[config.mk]
export PLATFORM = sky130hd
export DESIGN_NAME = regfile
export DESIGN_NICKNAME = d
export VERILOG_FILES = /design/src/rtl/regfile.sv
export SDC_FILE = /design/constraint.sdc
export NUM_CORES = 2
export LEC_CHECK = 0
export BUFFER_PORTS_ARGS = -buffer_cell sky130_fd_sc_hd__buf_2
export CAP_MARGIN = 20
export CELL_PAD_IN_SITES_DETAIL_PLACEMENT = 0
export CELL_PAD_IN_SITES_GLOBAL_PLACEMENT = 1
export CORE_MARGIN = 5
export CORE_UTILIZATION = 40
export CTS_CLUSTER_DIAMETER = 150
export DETAILED_ROUTE_END_ITERATION = 8
export PLACE_DENSITY = 0.69
export RECOVER_POWER = 100
export SLEW_MARGIN = 20
export SYNTH_ARGS = -nofsm -noshare
export SYNTH_HDL_FRONTEND = slang
export SYNTH_SLANG_ARGS = --single-unit
[constraint.sdc]
create_clock -name clk -period 69 [get_ports clk]
set_input_delay 3.45 -clock clk [delete_from_list [all_inputs] [get_ports clk]]
set_output_delay 3.45 -clock clk [all_outputs]
set_load 0.01 [all_outputs]
[src/rtl/regfile.sv]
// regfile: 32 x 32-bit general-purpose register file for the OpenMIPS pipeline.
// Two combinational read ports, one write port, and a valid/ready dump engine
// that streams r0..r31 for debug/trace capture without stalling the pipeline.
// Optional build macro: REGFILE_WR_BYPASS_EN enables same-cycle write-to-read
// forwarding on both read ports.
module regfile (
    input  logic        clk,
    input  logic        rst,
    input  logic        we,
    input  logic [4:0]  waddr,
    input  logic [31:0] wdata,
    input  logic        re1,
    input  logic [4:0]  raddr1,
    output logic [31:0] rdata1,
    input  logic        re2,
    input  logic [4:0]  raddr2,
    output logic [31:0] rdata2,
    input  logic        dump_req,
    input  logic        dump_ready,
    output logic        dump_valid,
    output logic [4:0]  dump_addr,
    output logic [31:0] dump_data,
    output logic        dump_busy,
    output logic        dump_done
);

    typedef enum logic [1:0] {
        IDLE = 2'd0,
        SCAN = 2'd1,
        DONE = 2'd2
    } state_t;

    state_t      state;
    logic [31:0] regs [0:31];
    logic [4:0]  nxt_addr;
    logic [31:0] nxt_data;

    // Register storage: writes to r0 are dropped so it always holds zero
    always_ff @(posedge clk or posedge rst) begin
        if (rst) begin
            for (int unsigned i = 0; i < 32; i++) begin
                regs[i] <= '0;
            end
        end else if (we && (waddr != 5'd0)) begin
            regs[waddr] <= wdata;
        end
    end

    // Read port 1: zero under reset, when disabled, or for r0
    always_comb begin
        rdata1 = '0;
        if (!rst && re1 && (raddr1 != 5'd0)) begin
`ifdef REGFILE_WR_BYPASS_EN
            if (we && (raddr1 == waddr)) begin
                rdata1 = wdata;
            end else begin
                rdata1 = regs[raddr1];
            end
`else
            rdata1 = regs[raddr1];
`endif
        end
    end

    // Read port 2: same rules as port 1, fully independent
    always_comb begin
        rdata2 = '0;
        if (!rst && re2 && (raddr2 != 5'd0)) begin
`ifdef REGFILE_WR_BYPASS_EN
            if (we && (raddr2 == waddr)) begin
                rdata2 = wdata;
            end else begin
                rdata2 = regs[raddr2];
            end
`else
            rdata2 = regs[raddr2];
`endif
        end
    end

    // Next dump beat: a write landing on the next index this edge wins over storage
    always_comb begin
        nxt_addr = dump_addr + 5'd1;
        if (we && (waddr == nxt_addr)) begin
            nxt_data = wdata;
        end else begin
            nxt_data = regs[nxt_addr];
        end
    end

    // Dump engine: dump_addr doubles as the scan index; data is a held snapshot
    always_ff @(posedge clk or posedge rst) begin
        if (rst) begin
            state      <= IDLE;
            dump_addr  <= '0;
            dump_data  <= '0;
            dump_valid <= 1'b0;
            dump_busy  <= 1'b0;
            dump_done  <= 1'b0;
        end else begin
            case (state)
                IDLE: begin
                    dump_done <= 1'b0;
                    if (dump_req) begin
                        state      <= SCAN;
                        dump_addr  <= '0;
                        dump_data  <= '0;
                        dump_valid <= 1'b1;
                        dump_busy  <= 1'b1;
                    end
                end
                SCAN: begin
                    if (dump_ready) begin
                        if (dump_addr == 5'd31) begin
                            state      <= DONE;
                            dump_valid <= 1'b0;
                            dump_busy  <= 1'b0;
                            dump_done  <= 1'b1;
                        end else begin
                            dump_addr <= nxt_addr;
                            dump_data <= nxt_data;
                        end
                    end
                end
                DONE: begin
                    state     <= IDLE;
                    dump_done <= 1'b0;
                end
                default: begin
                    state      <= IDLE;
                    dump_valid <= 1'b0;
                    dump_busy  <= 1'b0;
                    dump_done  <= 1'b0;
                end
            endcase
        end
    end

endmodule
==> impl_metrics.env <==
export IMPL_seq_power_share=0.344
export IMPL_core_area_sq_um=162200
export IMPL_drv_slew=2638
export IMPL_cts_root_buf="clkbuf_16"
export IMPL_die_area_sq_um=170900
export IMPL_die_w_um=413.4
export IMPL_num_vias=51124
export IMPL_hp_start="regs[1018]"
export IMPL_finalSetupTns_ns=0
export IMPL_reg2reg_from="dump_addr[0]"
export IMPL_ir_worst_vdd_v=0.00003782
export IMPL_crit_required_ns=69.01
export IMPL_grt_first_pass_wirelength_um=371400
export IMPL_grtUsageTotal=0.2985
export IMPL_yosysTopAreaCell="dfrtp_1"
export IMPL_hold_buffers=0
export IMPL_fin_skew_ns=0.03529
export IMPL_post_dp_cell_area_sq_um=67100
export IMPL_grt_max_degree=164
export IMPL_fin_area_sq_um=70980
export IMPL_ys_seq_area_frac=0.4094
export IMPL_internal_power_mw=1.607
export IMPL_ff2ff_setup_slack_ns=63.11
export IMPL_clkLatencyLatePin_ns=0.79
export IMPL_grt_pass1_vias=49801
export IMPL_setup_viol=0
export IMPL_syn_num_nets=5611
export IMPL_cp_start_kind="primary input"
export IMPL_antenna_found_initial=30
export IMPL_synth_top_cell_area_share=0.4094
export IMPL_critPathLaunch="rst"
export IMPL_ant_nets=0
export IMPL_r2r_cells=9
export IMPL_switching_power_mw=0.9736
export IMPL_ys_async_sr_fraction=1.000
export IMPL_synth_seq_cells=1065
export IMPL_syn_cell_area_sq_um=65100
export IMPL_timing_rr_end="dump_data[1]"
export IMPL_drt_total_wl_um=259100
export IMPL_hold_depth=0
export IMPL_final_layout_size_suffix_gt1_frac=0.2586
export IMPL_post_drt_wl_per_cell_um=33.98
export IMPL_cp_arrival_ns=20.65
export IMPL_p_per_area_nw_per_um2=36.36
export IMPL_dr_pass1_iters=6
export IMPL_die_h_um=413.4
export IMPL_post_cts_buffers=0
export IMPL_endpoint_kind="async pin"
export IMPL_netlist_top_cells_area="dfrtp_1, mux4_2, mux2_2, mux2i_1, o21ai_0"
export IMPL_nets=5392
export IMPL_clockBufferDepth=3
export IMPL_final_util=0.4376
export IMPL_status="complete, but fails checks"
export IMPL_grt_use_met3=0.07360
export IMPL_tightest_slew_ns=8.816
export IMPL_fmax_mhz=48.45
export IMPL_cts_made_buffers=120
export IMPL_rsz0062_at_grt="false"
export IMPL_cp_endpoint="regs[368]"
export IMPL_cts_sinks=1065
export IMPL_yosysWarnings=0
export IMPL_syn_mean_instance_area_sq_um=11.72
export IMPL_drv_cap=65
export IMPL_hpwl_um=146600
export IMPL_yosysUniqueCellTypes=51
export IMPL_place_congestion=0.8414
export IMPL_hold_class="flip-flop to flip-flop"
export IMPL_maxSlewHeadroom=-4.878
export IMPL_synth_edf_count=0
export IMPL_start_util=0.4013
export IMPL_cts_htree_levels=3
export IMPL_syn_inst=5555
export IMPL_overflow=0
export IMPL_combPwrFrac=0.381
export IMPL_portBuffers=157
export IMPL_fillers=15082
export IMPL_io_pins=158
export IMPL_p_clk_frac=0.275
export IMPL_p_leak_nw=30.57
export IMPL_layout_worst_path_cycle_share=0.2991
export IMPL_fin_crit_ns=20.64
export IMPL_drc=0
export IMPL_cts_tree="yes"
export IMPL_crit_type="primary input to async pin"
export IMPL_finalHoldViolations=0
export IMPL_power_share_switching=0.3772
export IMPL_via_per_inst=6.705
export IMPL_cts_resized=0
export IMPL_area_growth_pct=9.039
export IMPL_top_usage_layer="met2"
export IMPL_rows=148
export IMPL_clkTransAtPathRegs_ns=0.06
export IMPL_drtIter0Drc=5921
export IMPL_worstPathMaxFanout=163
export IMPL_grtUsageMet1=0.4129
export IMPL_power_mw=2.581
export IMPL_met2_usage=0.4414
export IMPL_violations="capacitance limit, slew limit"
export IMPL_ys_flop_type="dfrtp_1"
[power groups by stage]
stage	clock network (mW)	logic (mW)	registers [mW]
floorplan	0	0.694	0.841
global placement	0	0.960	0.885
detailed placement	0	0.968	0.890
CTS	0.721	0.971	0.880
global route	0.744	1.03	0.902
finish	0.711	0.983	0.887
[cells in the final DEF (no fill, tap or decap), types with 3 or more instances in the layout]
| cell type | Yosys | layout |
|---|---|---|
| dfrtp_1 | 1065 | 1065 |
| nand2_1 | 685 | 684 |
| mux2_2 | 589 | 589 |
| mux2i_1 | 560 | 560 |
| o21ai_0 | 532 | 532 |
| mux4_2 | 462 | 462 |
| a221oi_1 | 248 | 248 |
| clkbuf_1 | 380 | 172 |
| nor2_1 | 148 | 144 |
| a22oi_1 | 124 | 124 |
| clkbuf_16 | 0 | 124 |
| buf_4 | 47 | 70 |
| nand3_1 | 66 | 65 |
| o211ai_1 | 62 | 62 |
| o211a_1 | 62 | 62 |
| a32oi_1 | 62 | 62 |
| buf_2 | 136 | 42 |
| inv_1 | 36 | 35 |
| clkbuf_8 | 0 | 35 |
| nor2b_1 | 37 | 33 |
| nand4_1 | 32 | 32 |
| a41o_1 | 32 | 32 |
| a41oi_1 | 31 | 31 |
| a211o_1 | 31 | 31 |
| a21o_1 | 31 | 31 |
| clkinv_2 | 0 | 23 |
| bufinv_16 | 0 | 17 |
| diode_2 | 0 | 9 |
| nand3b_1 | 5 | 5 |
| buf_12 | 0 | 5 |
| nor3b_1 | 4 | 4 |
| nor2_4 | 0 | 4 |
| nor2b_4 | 0 | 4 |
| a21oi_1 | 6 | 4 |
| nor3_1 | 3 | 3 |
| inv_6 | 0 | 3 |
| a21oi_4 | 0 | 3 |
| xnor2_1 | 6 | 3 |
| xnor2_2 | 1 | 3 |
[worst min path at each step]
stage	to	slack, ns
6_report	regs[1018]	0.43
5_1_grt	regs[1018]	0.44
2_1_floorplan	regs[1014]	0.47
3_3_place_gp	regs[996]	0.41
4_1_cts	regs[1012]	0.43
3_5_place_dp	regs[1014]	0.41
[worst max-delay path, stage by stage]
cell,delay [ns]
clkbuf_1,0.09
clkinvlp_2,2.24
clkbuf_1,2.29
clkbuf_1,6.28
clkbuf_1,3.11
clkbuf_1,2.81
[per-layer routing]
| layer | routed length [um] | vias up | part of all wire |
|---|---|---|---|
| met1 | 105500 | 26553 | 0.41 |
| li1 | - | 20880 | - |
| met4 | 13680 | 10 | 0.053 |
| met5 | 57 | - | 0.00022 |
| met2 | 112900 | 2993 | 0.44 |
| met3 | 26960 | 688 | 0.10 |
[state kept, by name (all words and copies together) (netlist names)]
name,count
dump_done,1
dump_addr,5
state,2
dump_data,32
regs,1024
dump_busy,1
[kinds of logic after synthesis]
family                   Yosys count  share of synthesized area
flip-flops                      1065                     0.4094
multiplexers                    1611                     0.3478
buffers and inverters            647                    0.04622
AO/OA/AOI/OAI                   1226                     0.1318
adder cells (fa/ha/maj)            2                  0.0003843
XOR/XNOR                          10                   0.001691
AND/OR/NAND/NOR                  994                    0.06270
[per-stage QoR]
stage | setup slack (ns) | hold slack (ns) | instances
floorplan | 35.53 | 0.4654 | 5555
global placement | 56.52 | 0.4064 | 7388
detailed placement | 56.48 | 0.4091 | 7389
CTS | 56.48 | 0.4268 | 7616
global route | 44.73 | 0.4360 | 7620
finish | 48.36 | 0.4280 | 7625
[synth_stat cells, types with 4 or more instances]
| cell | n |
|---|---|
| a211o_1 | 31 |
| a21o_1 | 31 |
| a21oi_1 | 6 |
| a221oi_1 | 248 |
| a22oi_1 | 124 |
| a32oi_1 | 62 |
| a41o_1 | 32 |
| a41oi_1 | 31 |
| buf_1 | 14 |
| buf_2 | 136 |
| buf_4 | 47 |
| buf_6 | 31 |
| clkbuf_1 | 380 |
| dfrtp_1 | 1065 |
| inv_1 | 36 |
| mux2_2 | 589 |
| mux2i_1 | 560 |
| mux4_2 | 462 |
| nand2_1 | 685 |
| nand3_1 | 66 |
| nand3b_1 | 5 |
| nand4_1 | 32 |
| nor2_1 | 148 |
| nor2b_1 | 37 |
| nor3b_1 | 4 |
| o211a_1 | 62 |
| o211ai_1 | 62 |
| o21ai_0 | 532 |
| xnor2_1 | 6 |
[area by class of cell]
class                           count  area [sq um]  share of cell area
Antenna cell                        9         22.52           0.0003173
Clock buffer                      182          3651             0.05143
Clock inverter                     45         711.9             0.01003
Inverter                           38         153.9            0.002168
Multi-Input combinational cell   3843         35630              0.5019
Sequential cell                  1065         26650              0.3754
Tap cell                         2175          2721             0.03834
Timing Repair Buffer              268          1445             0.02036
(Power assumes the default switching activity.)
